## src/rtl/dc_ipu_scale_stepper.sv

```systemverilog
// Nearest-neighbour source-index stepper: emits floor(k*src/dst) for k=0..dst-1 via remainder accumulation.
// Latency: first index is valid the cycle after a configuration is accepted, then one index per cycle.
// Backpressure: out_ready low freezes all state and outputs; flush aborts the line and wins over any handshake.
module dc_ipu_scale_stepper #(
    parameter int COORD_WIDTH = 12
) (
    input  logic                   clk,
    input  logic                   rst_n,
    input  logic                   cfg_valid,
    output logic                   cfg_ready,
    input  logic [COORD_WIDTH-1:0] cfg_q,
    input  logic [COORD_WIDTH-1:0] cfg_r,
    input  logic [COORD_WIDTH-1:0] cfg_dst_size,
    input  logic                   flush,
    output logic                   out_valid,
    input  logic                   out_ready,
    output logic [COORD_WIDTH-1:0] out_idx,
    output logic                   out_first,
    output logic                   out_last,
    output logic                   cfg_err
);

    localparam int W = COORD_WIDTH;

    typedef enum logic {
        IDLE = 1'b0,
        RUN  = 1'b1
    } state_t;

    state_t         state, state_nxt;
    logic [W-1:0]   q, q_nxt;
    logic [W-1:0]   r, r_nxt;
    logic [W-1:0]   dst, dst_nxt;
    logic [W-1:0]   idx, idx_nxt;
    logic [W:0]     err, err_nxt;
    logic [W-1:0]   k, k_nxt;
    logic           err_pulse_nxt;

    // Remainder sum is one bit wider than dst so err + r < 2*dst never wraps.
    logic [W:0]     sum;
    logic [W-1:0]   dst_m1;
    logic           at_last;
    logic           cfg_bad;

    assign sum     = err + {1'b0, r};
    assign dst_m1  = dst - W'(1);
    assign at_last = (k == dst_m1);
    assign cfg_bad = (cfg_dst_size == '0) || (cfg_r >= cfg_dst_size);

    // Outputs are decoded from registered state only; cfg_ready additionally masks on flush.
    assign cfg_ready = (state == IDLE) && !flush;
    assign out_valid = (state == RUN);
    assign out_idx   = idx;
    assign out_first = (state == RUN) && (k == '0);
    assign out_last  = (state == RUN) && at_last;

    // Next-state and datapath update: accept/reject in IDLE, step the index on each RUN handshake.
    always_comb begin
        state_nxt     = state;
        q_nxt         = q;
        r_nxt         = r;
        dst_nxt       = dst;
        idx_nxt       = idx;
        err_nxt       = err;
        k_nxt         = k;
        err_pulse_nxt = 1'b0;
        case (state)
            IDLE: begin
                if (cfg_valid && !flush) begin
                    if (cfg_bad) begin
                        err_pulse_nxt = 1'b1;
                    end else begin
                        q_nxt     = cfg_q;
                        r_nxt     = cfg_r;
                        dst_nxt   = cfg_dst_size;
                        idx_nxt   = '0;
                        err_nxt   = '0;
                        k_nxt     = '0;
                        state_nxt = RUN;
                    end
                end
            end
            RUN: begin
                if (flush) begin
                    state_nxt = IDLE;
                end else if (out_ready) begin
                    if (at_last) begin
                        state_nxt = IDLE;
                    end else begin
                        k_nxt = k + W'(1);
                        if (sum >= {1'b0, dst}) begin
                            err_nxt = sum - {1'b0, dst};
                            idx_nxt = idx + q + W'(1);
                        end else begin
                            err_nxt = sum;
                            idx_nxt = idx + q;
                        end
                    end
                end
            end
            default: state_nxt = IDLE;
        endcase
    end

    // State and datapath registers; reset clears everything so a partial line never resumes.
    always_ff @(posedge clk or negedge rst_n) begin
        if (!rst_n) begin
            state   <= IDLE;
            q       <= '0;
            r       <= '0;
            dst     <= '0;
            idx     <= '0;
            err     <= '0;
            k       <= '0;
            cfg_err <= 1'b0;
        end else begin
            state   <= state_nxt;
            q       <= q_nxt;
            r       <= r_nxt;
            dst     <= dst_nxt;
            idx     <= idx_nxt;
            err     <= err_nxt;
            k       <= k_nxt;
            cfg_err <= err_pulse_nxt;
        end
    end

endmodule

```

## config.mk

```make
export PLATFORM = sky130hd
export DESIGN_NAME = dc_ipu_scale_stepper
export DESIGN_NICKNAME = d
export VERILOG_FILES = /design/src/rtl/dc_ipu_scale_stepper.sv
export SDC_FILE = /design/constraint.sdc
export NUM_CORES = 1
export LEC_CHECK = 0
export ABC_AREA = 1
export BUFFER_PORTS_ARGS = -buffer_cell sky130_fd_sc_hd__buf_2
export CORE_UTILIZATION = 60
export CTS_CLUSTER_DIAMETER = 60
export DETAILED_ROUTE_END_ITERATION = 8
export PLACE_DENSITY = 0.79
export SLEW_MARGIN = 0
export SYNTH_ARGS = -nofsm -noshare
export SYNTH_HDL_FRONTEND = slang
export SYNTH_SLANG_ARGS = --single-unit
```

## constraint.sdc

```tcl
create_clock -name clk -period 10.3 [get_ports clk]
set_clock_uncertainty 0.15 [all_clocks]
set_input_delay 1.545 -clock clk [delete_from_list [all_inputs] [get_ports clk]]
set_output_delay 1.545 -clock clk [all_outputs]
set_load 0.05 [all_outputs]
```

### Yosys cells after proc, flatten, opt, wreduce, memory -nomap -nowiden

Cells that the tools add are included.

* add/sub/neg operators: 6
* order comparisons: 2
* equality and inequality tests: 6
* multiplexer cells: 27
* bitwise logic cells: 2
* reduce and logical (&&, ||, !) cells: 10

Operator list (number)
* $mux W12: 9
* $mux W13: 6
* $pmux W12 S2: 2
* $pmux W13 S2: 1
* $add A12 B1 Y12 const B: 2
* $logic_not A12 Y1: 2
* $add A13 B12 Y13: 1
* $ge A13 B12 Y1: 1
* $sub A13 B12 Y13: 1
* $add A12 B12 Y12: 1
* $eq A12 B12 Y1: 1
* $ge A12 B12 Y1: 1
* $sub A12 B1 Y12 const B: 1
* $mux W1: 8
* $ne A2 B2 Y1 const B: 4
* $reduce_and A5 Y1: 1
* $logic_and A1 B1 Y1: 4
* $reduce_and A3 Y1: 1
* $ne A2 B1 Y1 const B: 1
* $not A1 Y1: 2
* $pmux W1 S2: 1
* $logic_not A1 Y1: 1
* $logic_or A1 B1 Y1: 1

* register bits: 75
* output and inout bits: 17

### Logic depth before layout (Yosys ltp)

* depth in word-level cells: 7
* depth in mapped cells: 22
* depth with buffers taken out: 22

### Least setup slack after synthesis

OpenSTA, ideal clock, no wires.

* path kind: flip-flop to output port
* start: register dst[1]
* end: output out_last
* arrival: 2434 ps
* required time: 8605 ps
* path slack: 6171 ps
* stages on the path, launching flop included: 11
* buffers on the path: 0
* cell sequence: dfrtp_1 > inv_1 > ha_1 > nand3_1 > nor2_2 > nand2_1 > nand3_1 > nand2_1 > nor2_1 > nand2_2 > nor3_1

* cells in the longest elaborated chain, start to end: 3

Ends and longest elaborated chain
* from (decl): RTL line 33 `logic [W-1:0] dst, dst_nxt;`
* from (signal assigned): RTL line 120 `dst <= dst_nxt;`
* $sub A12 B1 Y12: RTL line 46 `assign dst_m1 = dst - W'(1);`
* $eq A12 B12 Y1: RTL line 47 `assign at_last = (k == dst_m1);`
* $logic_and A1 B1 Y1: RTL line 55 `assign out_last = (state == RUN) && at_last;`
* to (decl): RTL line 19 `output logic out_last,`

Every way passes these cells.

### Final worst setup path

* start: input cfg_dst_size[1]
* end: register dst[8]

* cells in the longest elaborated chain, start to end: 4
* elaborated cells between the ends (all ways): 5

Ends and longest elaborated chain
* from (decl): RTL line 13 `input logic [COORD_WIDTH-1:0] cfg_dst_size,`
* $ge A12 B12 Y1 / $logic_not A12 Y1 (equally long branches): RTL line 48 `assign cfg_bad = (cfg_dst_size == '0) || (cfg_r >= cfg_dst_size);`
* $logic_or A1 B1 Y1 (*): RTL line 48
* $not A1 Y1 (no line) (*)
* $reduce_and A3 Y1 (no line) (*)

Every way passes the cells marked *; elsewhere a longest branch is shown, timed or not.
A chain may end at the register's enable or synchronous reset.

==> metrics.txt <==
initial antenna violation count 0; most used cell, CP inv_1; CTS tree done; RSZ-0062 raised after global routing no; total negative slack 0 ps; Power Density ~300 mW/mm2; max_slew headroom 0.301; Port Buf Inserts 57; Tcrit/Tclk final 0.418; critical path data arrival time between 4000 and 5000 ps; Layout area overhead 7.73%; gr ovfl total 0; Switch Pwr roughly 1.1 mW; drt via density about 5.5; DP Wirelength 11600 um; clock sinks 75; Final Power about 2.1 mW; sequential element share of the synthesized area 0.294; layout cells sized above 1 0.108; RePlAce Congestion 0.956; post-synthesis net count between 1000 and 1500; CP required around 10000 ps; cts bufs inserted 9; Post-Synthesis Cells approximately 920; io pins 58; post-route ant nets 0; Setup CP Type input port to flip-flop; hold crit path type flip-flop to flip-flop; Levels on crit path 15; number of hold buffers added after CTS 0; endpoint type of the worst setup path flip-flop; terminus of the critical flop-to-flop path out_idx[2]; max_cap viols 0; Slew @ Worst Pin around 1000 ps; fmax 232 MHz; post-CTS sizing 0; Critical Path End dst[8]; Total Routing Usage GR 0.299; wirelength, routed between 15000 and 20000 um; Tmin final 4310 ps; CP top delay family buffers and inverters; Pins Over Slew Limit 0; Seq pwr share 0.224; largest net degree at the start of global routing 76; library cells used by synthesis 37; Logic pwr share 0.670; clk buf depth 2; DIE WIDTH around 110 um; vias in the first global route between 5000 and 6000; worst path bufs/invs 6; # fillers a little under 1000; status completed; crit path launch type input port; Starting DRT DRC Count 295; Max FO, Critical Path 40; CTS clk-pin slew, worst paths 80 ps; # placed instances between 1000 and 1500; Placed Area between 0.006 and 0.007 mm2; P_int 954 uW; NumNets Final ~1100; via count between 6000 and 7000; die area about 0.011 mm2; synthesized cell area 0.00638 mm2; Yosys reg bits 75; r2r setup slk between 6000 and 7000 ps; Clock Latency Late Sink around 370 ps; slowest cell delay on critical path 470 ps; reg2reg path depth 19; Final Hold Vio Count 0; Die Height 105 um; Setup-failing EPs final 0; first-pass GRT wire length roughly 26000 um; worst r2r src r[0]; number of H-tree levels 3; Mean Syn Cell Area between 6 and 7 um2; row cnt 37; diode count 0; Clock power frac 0.106; commonest non-fill, non-tap cell in the layout nand2_1; post-layout instance area 0.00687 mm2; Core Box Area between 0.01 and 0.015 mm2; Avg WL per Cell roughly 14 um; Finished Layout Cells about 1100; commonest non-fill, non-tap cells in the layout nand2_1 (291), inv_1 (107), nand3_1 (80); CTS root buffer clkbuf_8; first-pass iteration count of the detailed router 5; DRC errors left 0; Pleak around 3.7 nW; Starting Density 0.618; crit path cell chain buf_2 > inv_1 > ha_1 > inv_1 > nor2_1 > nor2_1 > o21ai_0 > nand3_1 > nand4_1 > buf_4 > inv_1 > nand2_1 > buf_4 > nand2_1 > o21ai_0; Peak VDD IR 0.000249 V; crit path max-delay cell type inv_1; crit path launch cfg_dst_size[1]; YS warnings 0; Sw Share 0.542; Post-CTS Setup Bufs 0
-- cell usage after synthesis, drive strengths merged --
cell / n / area (um2)
nand2: 294 / 1110
inv: 112 / 420
nand3: 81 / 410
dfrtp: 75 / 1880
nor2: 67 / 274
o211ai: 52 / 435
ha: 51 / 638
o21ai: 36 / 180
a21oi: 30 / 150
xor2: 26 / 228
clkbuf: 20 / 76.3
buf: 13 / 109
nand4: 12 / 75.1
xnor2: 11 / 96.3
nor3: 10 / 50.1
nor4: 7 / 43.8
nand3b: 5 / 37.5
a21o: 4 / 30.0
a31oi: 4 / 25.0
fa: 3 / 60.1
a21boi: 1 / 7.51
a31o: 1 / 8.76
nor3b: 1 / 7.51
o21bai: 1 / 18.8
or2: 1 / 6.26
-- power groups by stage --
stage	logic [mW]	registers [mW]	clock network, mW
finish	1.40	0.466	0.222
global route	1.59	0.474	0.238
CTS	1.38	0.463	0.226
detailed placement	1.38	0.468	0
global placement	1.36	0.467	0
floorplan	1.07	0.499	0
-- cell families after synthesis --
| family | after synthesis | synth area share |
|---|---|---|
| AND/OR/NAND/NOR | 478 | 0.316 |
| buffers and inverters | 145 | 0.0950 |
| AO/OA/AOI/OAI | 129 | 0.134 |
| flip-flops | 75 | 0.294 |
| adder cells (fa/ha/maj) | 54 | 0.109 |
| XOR/XNOR | 37 | 0.0508 |
-- state kept, by name, indices dropped and copies added (netlist names) --
register / flops
cfg_err: 1
out_idx: 12
k: 12
err: 13
out_valid: 1
r: 12
dst: 12
q: 12
-- metal layers --
layer	up-vias	track usage	wire, um
li1	3098	-	-
met4	0	0.0986	272
met5	-	0	0
met3	22	0.0430	1250
met1	2747	0.435	7340
met2	226	0.456	6520
-- through the flow --
stage	hold WS, ps	utilization	setup slack, ps
floorplan	296	-	6170
global placement	318	0.648	5690
detailed placement	321	0.648	5610
CTS	346	0.665	5990
global route	362	0.665	5670
finish	346	0.665	5990
-- worst min-delay path by stage --
stage	cells past startpoint	to	startpoint	slack [ps]
floorplan	2	q[0]	q[0]	300
global placement	2	r[9]	r[9]	320
detailed placement	2	r[2]	r[2]	320
CTS	2	r[2]	r[2]	350
global route	2	r[4]	r[4]	360
finish	2	r[6]	r[6]	350
-- cell type report --
class | instances | area, um2 | share of cell area
repair buffers | 62 | 325 | 0.0474
clock buffers | 9 | 124 | 0.0180
inverters | 112 | 420 | 0.0612
well taps | 136 | 170 | 0.0248
clock inverters | 7 | 58.8 | 0.00856
flip-flops and latches | 75 | 1880 | 0.273
multi-input cells | 698 | 3890 | 0.567
-- tightest hold or removal path, stage by stage, from the launching register on --
cell and delay [ps]:
dfrtp_1 360, nand2_1 60, nand2_1 50
Note: power is estimated with default switching activity, not from simulation.
